$ cat src/rtl/fpu_pkg.sv
// Shared FPU definitions: IEEE-754 single-precision field widths, exponent bias,
// and a packed view of a single-precision float.
package fpu_pkg;

    localparam int unsigned FLOAT_BIAS  = 127;
    localparam int unsigned FLOAT_EXP_W = 8;
    localparam int unsigned FLOAT_MAN_W = 23;

    typedef struct packed {
        logic                   sign;
        logic [FLOAT_EXP_W-1:0] exp;
        logic [FLOAT_MAN_W-1:0] man;
    } float_t;

endpackage

$ cat src/rtl/int_to_float.sv
// int_to_float: multi-cycle conversion of a signed 32-bit integer to an IEEE-754
// single-precision float, rounding to nearest even.
//
// Ports:
//   clk            system clock
//   reset_i        asynchronous, active-high reset
//   a_value_i      signed integer operand, sampled on the accepted strobe cycle
//   z_value_o      float result, held until the next completed conversion
//   exec_strobe_i  one-cycle start request, honoured only when idle
//   done_strobe_o  one-cycle pulse, z_value_o valid from this cycle on
//   busy_o         high whenever a conversion is in progress
module int_to_float
    import fpu_pkg::*;
(
    input  logic        clk,
    input  logic        reset_i,
    input  logic [31:0] a_value_i,
    output logic [31:0] z_value_o,
    input  logic        exec_strobe_i,
    output logic        done_strobe_o,
    output logic        busy_o
);

    typedef enum logic [2:0] {
        StIdle,
        StUnpack,
        StNormalise,
        StRound,
        StPack,
        StDone
    } state_e;

    state_e                 state_q, state_d;
    logic [31:0]            a_q, a_d;
    logic                   s_q, s_d;
    logic [31:0]            m_q, m_d;
    logic signed [8:0]      e_q, e_d;
    logic [FLOAT_MAN_W-1:0] mant_q, mant_d;  // hidden bit dropped; it is always 1
    logic [31:0]            z_q, z_d;
    logic                   done_q, done_d;

    // Rounding terms taken from the normalised magnitude.
    logic        guard, rnd, sticky, round_up;
    logic [24:0] mant_inc;
    logic [8:0]  exp_biased;
    float_t      packed_res;

    always_comb begin
        guard      = m_q[7];
        rnd        = m_q[6];
        sticky     = |m_q[5:0];
        round_up   = guard && (rnd || sticky || m_q[8]);
        mant_inc   = {1'b0, m_q[31:8]} + 25'd1;
        exp_biased = e_q + 9'(FLOAT_BIAS);

        packed_res.sign = s_q;
        packed_res.exp  = exp_biased[FLOAT_EXP_W-1:0];
        packed_res.man  = mant_q;
    end

    always_comb begin
        state_d = state_q;
        a_d     = a_q;
        s_d     = s_q;
        m_d     = m_q;
        e_d     = e_q;
        mant_d  = mant_q;
        z_d     = z_q;
        done_d  = done_q;

        unique case (state_q)
            StIdle: begin
                done_d = 1'b0;
                if (exec_strobe_i) begin
                    a_d     = a_value_i;
                    state_d = StUnpack;
                end
            end
            StUnpack: begin
                if (a_q == 32'd0) begin
                    z_d     = 32'd0;
                    state_d = StDone;
                end else begin
                    s_d     = a_q[31];
                    // -2^31 negates to 0x80000000, already the right magnitude.
                    m_d     = a_q[31] ? (~a_q + 32'd1) : a_q;
                    e_d     = 9'sd31;
                    state_d = StNormalise;
                end
            end
            StNormalise: begin
                if (m_q[31]) begin
                    state_d = StRound;
                end else begin
                    m_d = m_q << 1;
                    e_d = e_q - 9'sd1;
                end
            end
            StRound: begin
                if (round_up) begin
                    if (mant_inc[24]) begin
                        // Carry out to 2^24: renormalise to 1.0 * 2^(e+1).
                        mant_d = '0;
                        e_d    = e_q + 9'sd1;
                    end else begin
                        mant_d = mant_inc[22:0];
                    end
                end else begin
                    mant_d = m_q[30:8];
                end
                state_d = StPack;
            end
            StPack: begin
                z_d     = packed_res;
                state_d = StDone;
            end
            StDone: begin
                done_d  = 1'b1;
                state_d = StIdle;
            end
            default: state_d = StIdle;
        endcase
    end

    always_ff @(posedge clk or posedge reset_i) begin
        if (reset_i) begin
            state_q <= StIdle;
            a_q     <= '0;
            s_q     <= 1'b0;
            m_q     <= '0;
            e_q     <= '0;
            mant_q  <= '0;
            z_q     <= '0;
            done_q  <= 1'b0;
        end else begin
            state_q <= state_d;
            a_q     <= a_d;
            s_q     <= s_d;
            m_q     <= m_d;
            e_q     <= e_d;
            mant_q  <= mant_d;
            z_q     <= z_d;
            done_q  <= done_d;
        end
    end

    assign z_value_o     = z_q;
    assign done_strobe_o = done_q;
    assign busy_o        = (state_q != StIdle);

endmodule
$ cat config.mk
export PLATFORM = sky130hd
export DESIGN_NAME = int_to_float
export DESIGN_NICKNAME = d
export VERILOG_FILES = /design/src/rtl/fpu_pkg.sv /design/src/rtl/int_to_float.sv
export SDC_FILE = /design/constraint.sdc
export NUM_CORES = 1
export LEC_CHECK = 0
export BUFFER_PORTS_ARGS = -buffer_cell sky130_fd_sc_hd__buf_4
export CAP_MARGIN = 20
export CORE_MARGIN = 1
export CORE_UTILIZATION = 35
export DETAILED_ROUTE_END_ITERATION = 16
export PLACE_DENSITY_LB_ADDON = 0.05
export SETUP_SLACK_MARGIN = 0.3
export SLEW_MARGIN = 15
export SYNTH_ARGS = -nofsm -noshare
export SYNTH_HDL_FRONTEND = slang
export SYNTH_SLANG_ARGS = --single-unit
export TNS_END_PERCENT = 20
$ cat constraint.sdc
create_clock -name clk -period 5.96 [get_ports clk]
set_input_delay 0.596 -clock clk [delete_from_list [all_inputs] [get_ports clk]]
set_output_delay 0.596 -clock clk [all_outputs]
set_load 0.005 [all_outputs]
# Word-level counts from Yosys, hierarchy flattened
# Cells that the tools add are included.
dict set report totals {
  elab_cells 64
  output_inout_bits 34
  ff_bits 133
  inputBits 35
}
dict set report classes {
  n_addsub 5
  n_eq_ne 12
  n_mux 18
  bitwise 2
  n_reduce_logical 18
}
# op count
set op_table {}
lappend op_table {{2-to-1 mux 32 bit} 4}
lappend op_table {{case mux 32 bit (2 select lines)} 2}
lappend op_table {{2-to-1 mux 23 bit} 2}
lappend op_table {{2-to-1 mux 9 bit} 4}
lappend op_table {{adder 32 x 1 -> 32 bit, second input constant} 1}
lappend op_table {{logical NOT 32 bit} 1}
lappend op_table {{NOT 32 bit} 1}
lappend op_table {{case mux 9 bit (3 select lines)} 1}
lappend op_table {{adder 24 x 1 -> 25 bit, second input constant} 1}
lappend op_table {{case mux 3 bit (5 select lines)} 1}
lappend op_table {{!= test 2 bit, second input constant} 7}
lappend op_table {{AND reduction 2 bit} 5}
lappend op_table {{adder 9 x 2 -> 9 bit, second input constant} 1}
lappend op_table {{2-to-1 mux 3 bit} 3}
lappend op_table {{subtractor 9 x 2 -> 9 bit, second input constant} 1}
lappend op_table {{adder 8 x 7 -> 8 bit, second input constant} 1}
lappend op_table {{== test 3 x 2 -> 1 bit, second input constant} 2}
lappend op_table {{== test 3 bit, second input constant} 2}
lappend op_table {{nonzero test 2 bit} 3}
lappend op_table {{nonzero test 3 bit} 2}
lappend op_table {{OR reduction 6 bit} 1}
lappend op_table {{AND reduction 5 bit} 1}
lappend op_table {{== test 3 x 1 -> 1 bit, second input constant} 1}
lappend op_table {{logical NOT 3 bit} 1}
lappend op_table {{5 further kinds} 6}

# Longest topological paths before layout
# Gate-level depths: netlist of run 1.
dict set report logic_depth {
  ltp_word 6
  mapped_depth 11
  mapped_depth_nobuf 9
}

# Worst setup path before layout of run 1
# No wires, ideal clock.
dict set report synth_path {
  path_kind {reg2reg}
  startpoint {register state_q[2]}
  endpoint {register e_q[6]}
  n_path_buf 2
  path_slack_ps 3109
  arrival_ps 2726
  stages_incl_launch_ff 12
  path_cell_list {dfrtp_1 clkbuf_1 nor2b_1 nand2_1 clkbuf_1 fa_1 a21o_1 a311o_1 a21oi_1 xor2_1 nor2_1 mux2_2}
}
dict set report synth_between {
  elab_chain_len 3
  word_cells_on_any_way 10
  cone_classes {7 x eq/ne; 1 x mux; 2 x reduce/logical}
}
# element line_no
set synth_rtl {}
lappend synth_rtl {{start: declaration} int_to_float.sv:33} ;# state_e state_q, state_d;
lappend synth_rtl {{start signal: assignment} int_to_float.sv:127} ;# state_q <= StIdle;
lappend synth_rtl {{start signal: assignment} int_to_float.sv:136} ;# state_q <= state_d;
lappend synth_rtl {{== test 3 x 2 -> 1 bit / == test 3 x 1 -> 1 bit (equally long branches)} int_to_float.sv:71} ;# unique case (state_q)
lappend synth_rtl {{!= test 2 bit (no source line) / nonzero test 3 bit (equally long branches)} --}
lappend synth_rtl {{AND reduction 5 bit (no source line)} --}
lappend synth_rtl {{end signal: assignment} int_to_float.sv:131} ;# e_q <= '0;
lappend synth_rtl {{end signal: assignment} int_to_float.sv:140} ;# e_q <= e_d;
lappend synth_rtl {{end: declaration} int_to_float.sv:37} ;# logic signed [8:0] e_q, e_d;
# Parallel ways exist; a longest one is shown, timed or not.
# A chain may end at the register's enable or synchronous reset.

# Worst setup path after layout of run 1
dict set report layout_path {
  startpoint {register state_q[1]}
  endpoint {register e_q[6]}
}
# Same word-level chain as after synthesis.

==> summary.md, run 1 <==
| Metric | Value |
|---|---|
| Nets | `737` |
| Post-placement cell count | `905` |
| Async S/R FF share, synth | `100%` |
| Element type at the critical path end | `flop` |
| Worst setup skew after layout | `0.00648 ns` |
| Max cap viols | `0` |
| Number of distinct standard cells referenced by the synthesized netlist | `54` |
| Portion of the post-synthesis area used by sequential elements | `49.4%` |
| Standby leakage power | `3.46 nW` |
| Leftover overflow at the end of global routing | `0` |
| Worst EP arrival | `3.35 ns` |
| Library cell used as clock root buffer | `sky130_fd_sc_hd__clkbuf_16` |
| Main flop type after synthesis | `sky130_fd_sc_hd__dfrtp_1` |
| Layout overhead on the synthesized area | `19.9%` |
| Number of buffers and inverters on the critical path | `1` |
| Relative slew margins | `27.6%` |
| Non-filler cells in the finished layout | `939` |
| Achievable frequency | `327 MHz` |
| Number of placement rows | `50` |
| Post-CTS setup repair buffer count | `0` |
| Number of optimization iterations in the first detailed-route pass | `4` |
| Maximum vdd drop | `0.000239 V` |
| Die H | `140 um` |
| Type of the worst setup path | `flop to flop` |
| Later-pin clock latency in the skew report | `0.41 ns` |
| Total core area | `0.0187 mm2` |
| Maximum fanout along the worst path | `46` |
| Result of the run | `completed` |
| Worst path required time | `6.25 ns` |
| Antenna violations before repair | `0` |
| Vias after detailed routing | `4870` |
| Number of buffers added on ports | `68` |
| Setup TNS Final | `0 ns` |
| Mapped Area | `0.00669 mm2` |
| Hold Fails Final Rpt | `0` |
| Quantity of gates resized following cts | `0` |
| Commonest cells after routing, fill and taps aside | `sky130_fd_sc_hd__dfrtp_1 (132), sky130_fd_sc_hd__nand2_1 (77), sky130_fd_sc_hd__buf_4 (73)` |
| Buffers from clock root to sink, at most | `2` |
| Number of synthesis warnings | `0` |
| Count of final setup violators | `0` |
| Final-report max-slew violation count | `0` |
| I/O pins | `69` |
| Critical path launch point type | `flop` |
| Total global-route track usage | `16.8%` |
| Number of enable flip-flop cells after synthesis | `0` |
| Number of vias per cell | `5.19` |
| Filler Cells Inserted | `1835` |
| Number of global-route vias before repair | `4886` |
| H-Tree Depth | `4` |
| Most common cell after layout, fill and taps aside | `sky130_fd_sc_hd__dfrtp_1` |
| Floorplan die width | `140 um` |
| Ant diodes | `0` |
| First-iteration detailed-routing DRC count | `320` |
| Worst hold slack | `0.218 ns` |
| RePlAce Congestion | `0.807` |
| Register bit total from synthesis | `132` |
| Pwr Density | `568 mW/mm2` |
| Worst min path class | `primary input to async pin` |
| Remaining DRCs | `0` |
| Slew at the pin with the worst max-slew slack | `1.09 ns` |
| Part of the cycle the worst path needs | `51.3%` |
| Clock slew at the register clock pins of the worst setup and hold paths | `0.06 ns` |
| Number of buffers created by CTS | `17` |
| Clock tree from TritonCTS | `yes` |
| CP top delay family | `compound AO/OA/AOI/OAI gates` |
| Clk sinks | `132` |
| Synthesized netlist net count | `677` |
| First-pass GRT wire length | `26100 um` |
| Synth Area per Inst | `10.6 um2` |
| Setup repair after global routing missed its margin | `no` |
| Hold-fix buffers, CTS | `0` |
| Total wirelength of the detailed-routed design | `15400 um` |
| Half-perimeter wire length after placement | `10900 um` |
| Detail Route Antenna Nets | `0` |
| Die Footprint | `0.0197 mm2` |
| Delay of the slowest critical-path stage | `0.51 ns` |
| Pin count of the biggest net entering global routing | `78` |
| Minimum clock period | `3.06 ns` |
| Cell with the largest stage delay on the worst path | `sky130_fd_sc_hd__dfrtp_1` |
| Starting utilization of the core area | `35.8%` |
| Share of cells above drive strength 1 | `24.5%` |
| Per-cell routed wire length | `16.4 um` |
| Number of cells produced by synthesis | `632` |
| CP Cell Sequence | `nor2b_1 -> nand2_1 -> buf_4 -> fa_1 -> a21o_1 -> a311o_1 -> a21oi_1 -> xor2_1 -> nor2_1 -> mux2_2` |
==> report_power, final <==
part | switching, W | internal, W | total [W]
combinational | 0.000841 | 0.000859 | 0.00170
clock | 0.000397 | 0.000665 | 0.00106
sequential | 0.000478 | 0.00132 | 0.00180
total | 0.00172 | 0.00284 | 0.00456
==> through the flow <==
stage	total power (W)	util, %	instance area (um2)	setup slack [ns]
2_1_floorplan	0.00295	-	6690	1.84
3_3_place_gp	0.00349	39.5	7390	2.99
3_5_place_dp	0.00352	39.5	7390	2.89
4_1_cts	0.00461	42.7	7990	2.85
5_1_grt	0.00493	42.9	8020	2.60
6_report	0.00456	42.9	8020	2.90
==> state kept, by name, indices dropped and copies added, names as in the netlist <==
signal / count
a_q: 32
done_strobe_o: 1
e_q: 8
m_q: 32
mant_q: 23
s_q: 1
state_q: 3
z_value_o: 32
==> synthesized netlist by cell type, types with 11 or more instances <==
cell type                  instances  area [um2]
sky130_fd_sc_hd__dfrtp_1         132        3300
sky130_fd_sc_hd__nand2_1          77         289
sky130_fd_sc_hd__o21ai_0          52         260
sky130_fd_sc_hd__xor2_1           44         385
sky130_fd_sc_hd__mux2_2           40         450
sky130_fd_sc_hd__nor2_1           32         120
sky130_fd_sc_hd__a22o_1           25         219
sky130_fd_sc_hd__clkbuf_1         23        86.3
sky130_fd_sc_hd__a21oi_1          15        75.1
sky130_fd_sc_hd__xnor2_1          15         131
sky130_fd_sc_hd__a221o_1          12         120
sky130_fd_sc_hd__nand3_1          12        60.1
sky130_fd_sc_hd__inv_1            11        41.3
==> layer usage <==
| metal | wire length, um | part of all wire (%) | vias up | GRT usage (%) |
|---|---|---|---|---|
| met3 | 440 | 2.9 | 13 | 3.45 |
| met4 | 170 | 1.1 | 0 | 5.67 |
| li1 | - | - | 2432 | - |
| met2 | 6670 | 43 | 87 | 25.3 |
| met1 | 8120 | 53 | 2338 | 24.1 |
| met5 | 0 | 0 | - | 0 |
==> area by class of cell <==
cell class	count	area, um2	share of cell area, %
flip-flops and latches	132	3300	41.2
multi-input cells	455	3200	39.9
repair buffers	75	583	7.27
clock buffers	18	439	5.47
well taps	234	293	3.65
clock inverters	14	160	2.00
inverters	11	43.8	0.546
==> final timing paths <==
kind	from	slack, ns	endpoint	cells after the start
min in group clk	a_value_i[0]	0.39	a_q[0]	3
max in group asynchronous	reset_i	4.64	mant_q[19]	3
worst max-delay path	state_q[1]	2.90	e_q[6]	10
worst min register to register	z_value_o[24]	0.48	z_value_o[24]	2
worst max register to register	state_q[1]	2.90	e_q[6]	10
worst min-delay path	reset_i	0.22	m_q[0]	2
==> kinds of logic after synthesis <==
family / synth area share (%)
flops: 49.4
compound gates: 16.8
buf+inv: 2.86
simple gates: 14.1
mux: 7.18
fa+ha+maj: 1.98
xor+xnor: 7.72
No activity file was read; power rests on OpenSTA's default activity.
==> run 2, diff against run 1 <==
--- a/config.mk
+++ b/config.mk
@@ -5,6 +5,7 @@
 export SDC_FILE = /design/constraint.sdc
 export NUM_CORES = 1
 export LEC_CHECK = 0
+export ABC_AREA = 1
 export BUFFER_PORTS_ARGS = -buffer_cell sky130_fd_sc_hd__buf_4
 export CAP_MARGIN = 20
 export CORE_MARGIN = 1
==> constraint.sdc (replaced) <==
create_clock -name clk -period 3.1 [get_ports clk]
set_input_delay 0.31 -clock clk [delete_from_list [all_inputs] [get_ports clk]]
set_output_delay 0.31 -clock clk [all_outputs]
set_load 0.005 [all_outputs]
==> run 2 against run 1 <==
Effect of this change: fmax rose by 25%; combinational power rose to 2.7 times the previous value; largest cell class is now multi-input gates; sequential share of layout area decreased by 4.1 points; first-iteration DRC count unchanged; core utilization decreased by 0.59 points; largest power group is now combinational logic; critical path depth decreased by 1; worst hold slack worse by 0.21 ns; via count rose by 36%; setup slack got worse by 2.2 ns; register-to-register slack got worse by 2.2 ns.
==> summary.md, run 2 <==
| Metric | Value |
|---|---|
| Later-pin clock latency in the skew report | `0.42 ns (about the same)` |
| I/O pins | `69 (unchanged)` |
| Starting utilization of the core area | `35.8% (about the same)` |
| Relative slew margins | `44.2% (+17 points)` |
| Count of final setup violators | `0 (unchanged)` |
| Pin count of the biggest net entering global routing | `133 (+71%)` |
| Ant diodes | `0 (unchanged)` |
| Half-perimeter wire length after placement | `14400 um (+32%)` |
| Maximum vdd drop | `0.000442 V (+85%)` |
| Worst setup skew after layout | `0.00783 ns (+0.00134 ns)` |
| Worst path required time | `3.38 ns (-2.87 ns)` |
| Worst R2R Start | `state_q[2]` |
| Total core area | `0.0211 mm2 (+13%)` |
| Combined flip-flop and latch cell area | `0.00330 mm2 (unchanged)` |
| Most frequent cells after synthesis | `sky130_fd_sc_hd__nand2_1 (331), sky130_fd_sc_hd__dfrtp_1 (132), sky130_fd_sc_hd__inv_1 (123)` |
| Number of optimization iterations in the first detailed-route pass | `5 (+1)` |
| Detail Route Antenna Nets | `0 (unchanged)` |
| Setup TNS Final | `0 ns (unchanged)` |
| Clock slew at the register clock pins of the worst setup and hold paths | `0.06 ns (about the same)` |
| Mapped Area | `0.00754 mm2 (+13%)` |
| Die H | `149 um (+6.1%)` |
| Total wirelength of the detailed-routed design | `19800 um (+29%)` |
| Result of the run | `completed` |
| Cell with the largest stage delay on the worst path | `sky130_fd_sc_hd__inv_2` |
| Number of vias per cell | `4.69 (-9.6%)` |
| Remaining DRCs | `0 (unchanged)` |
| Slew at the pin with the worst max-slew slack | `0.834 ns (-0.253 ns)` |
| Critical path launch point type | `flop` |
| Number of cells produced by synthesis | `1065 (+69%)` |
| Number of placement rows | `53 (+6.0%)` |
| Quantity of gates resized following cts | `0 (unchanged)` |
| Leftover overflow at the end of global routing | `0 (unchanged)` |
| Number of buffers created by CTS | `17 (unchanged)` |
| Largest area contributor in the synthesized netlist | `sky130_fd_sc_hd__dfrtp_1` |
| Most common cell in the synthesized netlist | `sky130_fd_sc_hd__nand2_1` |
| First-pass GRT wire length | `33400 um (+28%)` |
| Worst EP arrival | `2.71 ns (-0.64 ns)` |
| Max cap viols | `0 (unchanged)` |
| Biggest area contributors in the synthesized netlist | `sky130_fd_sc_hd__dfrtp_1 (44%), sky130_fd_sc_hd__nand2_1 (16%), sky130_fd_sc_hd__nand3_1 (6.4%)` |
| Clk sinks | `132 (unchanged)` |
| Area taken by multi-input logic gates | `0.00358 mm2 (+12%)` |
| Type of the worst setup path | `flop to flop` |
| Startpoint of the most critical setup path | `state_q[2]` |
| CP Cell Sequence | `inv_2 -> nand2_2 -> inv_2 -> nand2_4 -> nor2_1 -> inv_1 -> nand3_2 -> inv_2 -> o21ai_0` |
| Achievable frequency | `411 MHz (+25%)` |
| Synthesized netlist net count | `1110 (+64%)` |
| Setup repair after global routing missed its margin | `no` |
| Vias after detailed routing | `6618 (+36%)` |
| Fraction of synthesized cell area taken by the top area cell type | `43.8% (-5.6 points)` |
| Async S/R FF share, synth | `100% (unchanged)` |
| Commonest cells after routing, fill and taps aside | `sky130_fd_sc_hd__nand2_1 (330), sky130_fd_sc_hd__dfrtp_1 (132), sky130_fd_sc_hd__inv_1 (122), sky130_fd_sc_hd__nor2_1 (122), sky130_fd_sc_hd__nand3_1 (96)` |
| Floorplan die width | `149 um (+6.1%)` |
| Minimum clock period | `2.43 ns (-0.621 ns)` |
| H-Tree Depth | `4 (unchanged)` |
| Per-cell routed wire length | `14.1 um (-14%)` |
| RePlAce Congestion | `0.871 (+8.0%)` |
| Share of cells above drive strength 1 | `13.1% (-11 points)` |
| Synth Area per Inst | `7.08 um2 (-33%)` |
| Final-report max-slew violation count | `0 (unchanged)` |
| Part of the cycle the worst path needs | `78.5% (+27 points)` |
| Worst hold slack | `0.00766 ns (-0.211 ns)` |
| Buffers from clock root to sink, at most | `2 (unchanged)` |
| Cell repeated most along the worst path | `sky130_fd_sc_hd__inv_2` |
| Hold Fails Final Rpt | `0 (unchanged)` |
| Filler Cells Inserted | `2231 (+22%)` |
| Portion of the post-synthesis area used by sequential elements | `43.8% (-5.6 points)` |
| Number of enable flip-flop cells after synthesis | `0 (unchanged)` |
| Element type at the critical path end | `flop` |
| Number of synthesis warnings | `0 (unchanged)` |
| Maximum fanout along the worst path | `34 (-26%)` |
| Number of distinct standard cells referenced by the synthesized netlist | `38 (-30%)` |
| Clock tree from TritonCTS | `yes` |
| First-iteration detailed-routing DRC count | `320 (unchanged)` |
| Main flop type after synthesis | `sky130_fd_sc_hd__dfrtp_1` |
| Worst min path class | `primary input to async pin` |
| Number of global-route vias before repair | `6440 (+32%)` |
| Standby leakage power | `4.56 nW (+32%)` |
| Most common cell after layout, fill and taps aside | `sky130_fd_sc_hd__nand2_1` |
| Layout overhead on the synthesized area | `18.3%` |
| Nets | `1169 (+59%)` |
| Number of buffers added on ports | `68 (unchanged)` |
| Antenna violations before repair | `0 (unchanged)` |
| Die Footprint | `0.0221 mm2 (+13%)` |
| Register bit total from synthesis | `132 (unchanged)` |
| Post-CTS setup repair buffer count | `0 (unchanged)` |
| Delay of the slowest critical-path stage | `0.55 ns (+0.04 ns)` |
| Pwr Density | `1130 mW/mm2 (+98%)` |
| Library cell used as clock root buffer | `sky130_fd_sc_hd__clkbuf_16` |
| Hold-fix buffers, CTS | `0 (unchanged)` |
| Total global-route track usage | `19.2% (+2.4 points)` |
run 2: cell types whose count changed after synthesis, moves of 12 or more:
cell,previous run,this run
sky130_fd_sc_hd__nand3_1,12,96
sky130_fd_sc_hd__nor2_1,32,122
sky130_fd_sc_hd__a21oi_1,15,47
sky130_fd_sc_hd__a221o_1,12,0
sky130_fd_sc_hd__mux2_2,40,7
sky130_fd_sc_hd__inv_1,11,123
sky130_fd_sc_hd__nand2_1,77,331
sky130_fd_sc_hd__o21ai_0,52,69
sky130_fd_sc_hd__xor2_1,44,9
sky130_fd_sc_hd__a22o_1,25,0
sky130_fd_sc_hd__xnor2_1,15,0
run 2: logic make-up (layout without fill, tap and decap cells):
group / Yosys count / count (layout) / share of synthesized area (%)
AO/OA/AOI/OAI: 156 / 156 / 11.3
XOR/XNOR: 9 / 9 / 1.05
adder cells (fa/ha/maj): 10 / 10 / 1.76
buffers and inverters: 166 / 238 / 8.81
flip-flops: 132 / 132 / 43.8
multiplexers: 7 / 7 / 1.05
AND/OR/NAND/NOR: 585 / 585 / 32.2
run 2: where the power goes:
part           switching, W  internal (W)
combinational       0.00292       0.00169
clock              0.000788       0.00137
sequential         0.000732       0.00256
run 2: worst paths after layout:
check | end | slack (ns) | depth (start not counted)
max | m_q[8] | 0.67 | 9
min | done_strobe_o | 0.008 | 3
max reg2reg | m_q[8] | 0.67 | 9
min reg2reg | z_value_o[31] | 0.47 | 2
max in group asynchronous | e_q[1] | 2.42 | 3
min in group clk | a_q[21] | 0.11 | 2
run 2: worst max-delay path, delay by kind of cell (launching register included):
kind | cells | cell delay, ns
AO/OA/AOI/OAI | 1 | 0.15
buffers and inverters | 4 | 0.79
flip-flops | 1 | 0.42
AND/OR/NAND/NOR | 4 | 0.93
run 2: final cells by class:
cell class	count	area share, %
Inverter	130	5.51
Clock inverter	13	2.03
Timing Repair Buffer	76	6.53
Sequential cell	132	37.0
Tap cell	275	3.86
Clock buffer	19	4.96
Multi-Input combinational cell	767	40.1
run 2: per-stage QoR:
stage / instance area (um2) / worst slack [ns] / total power [W] / std cells / utilization (%)
after CTS: 8920 / 0.610 / 0.0102 / 1412 / 42.3
after floorplan: 7540 / 0.646 / 0.00658 / 1065 / -
after detailed placement: 8300 / 0.626 / 0.00794 / 1380 / 39.3
final: 8920 / 0.665 / 0.0100 / 1412 / 42.3
after global routing: 8920 / 0.328 / 0.0110 / 1412 / 42.3
after global placement: 8300 / 0.680 / 0.00792 / 1380 / 39.3
run 2: metal layers:
metal | vias to the layer above | GRT usage [%] | share of wire, %
li1 | 3523 | - | -
met1 | 2944 | 27.9 | 53
met2 | 127 | 28.9 | 42
met3 | 24 | 3.09 | 3.1
met4 | 0 | 6.68 | 1.8
met5 | - | 0 | 0
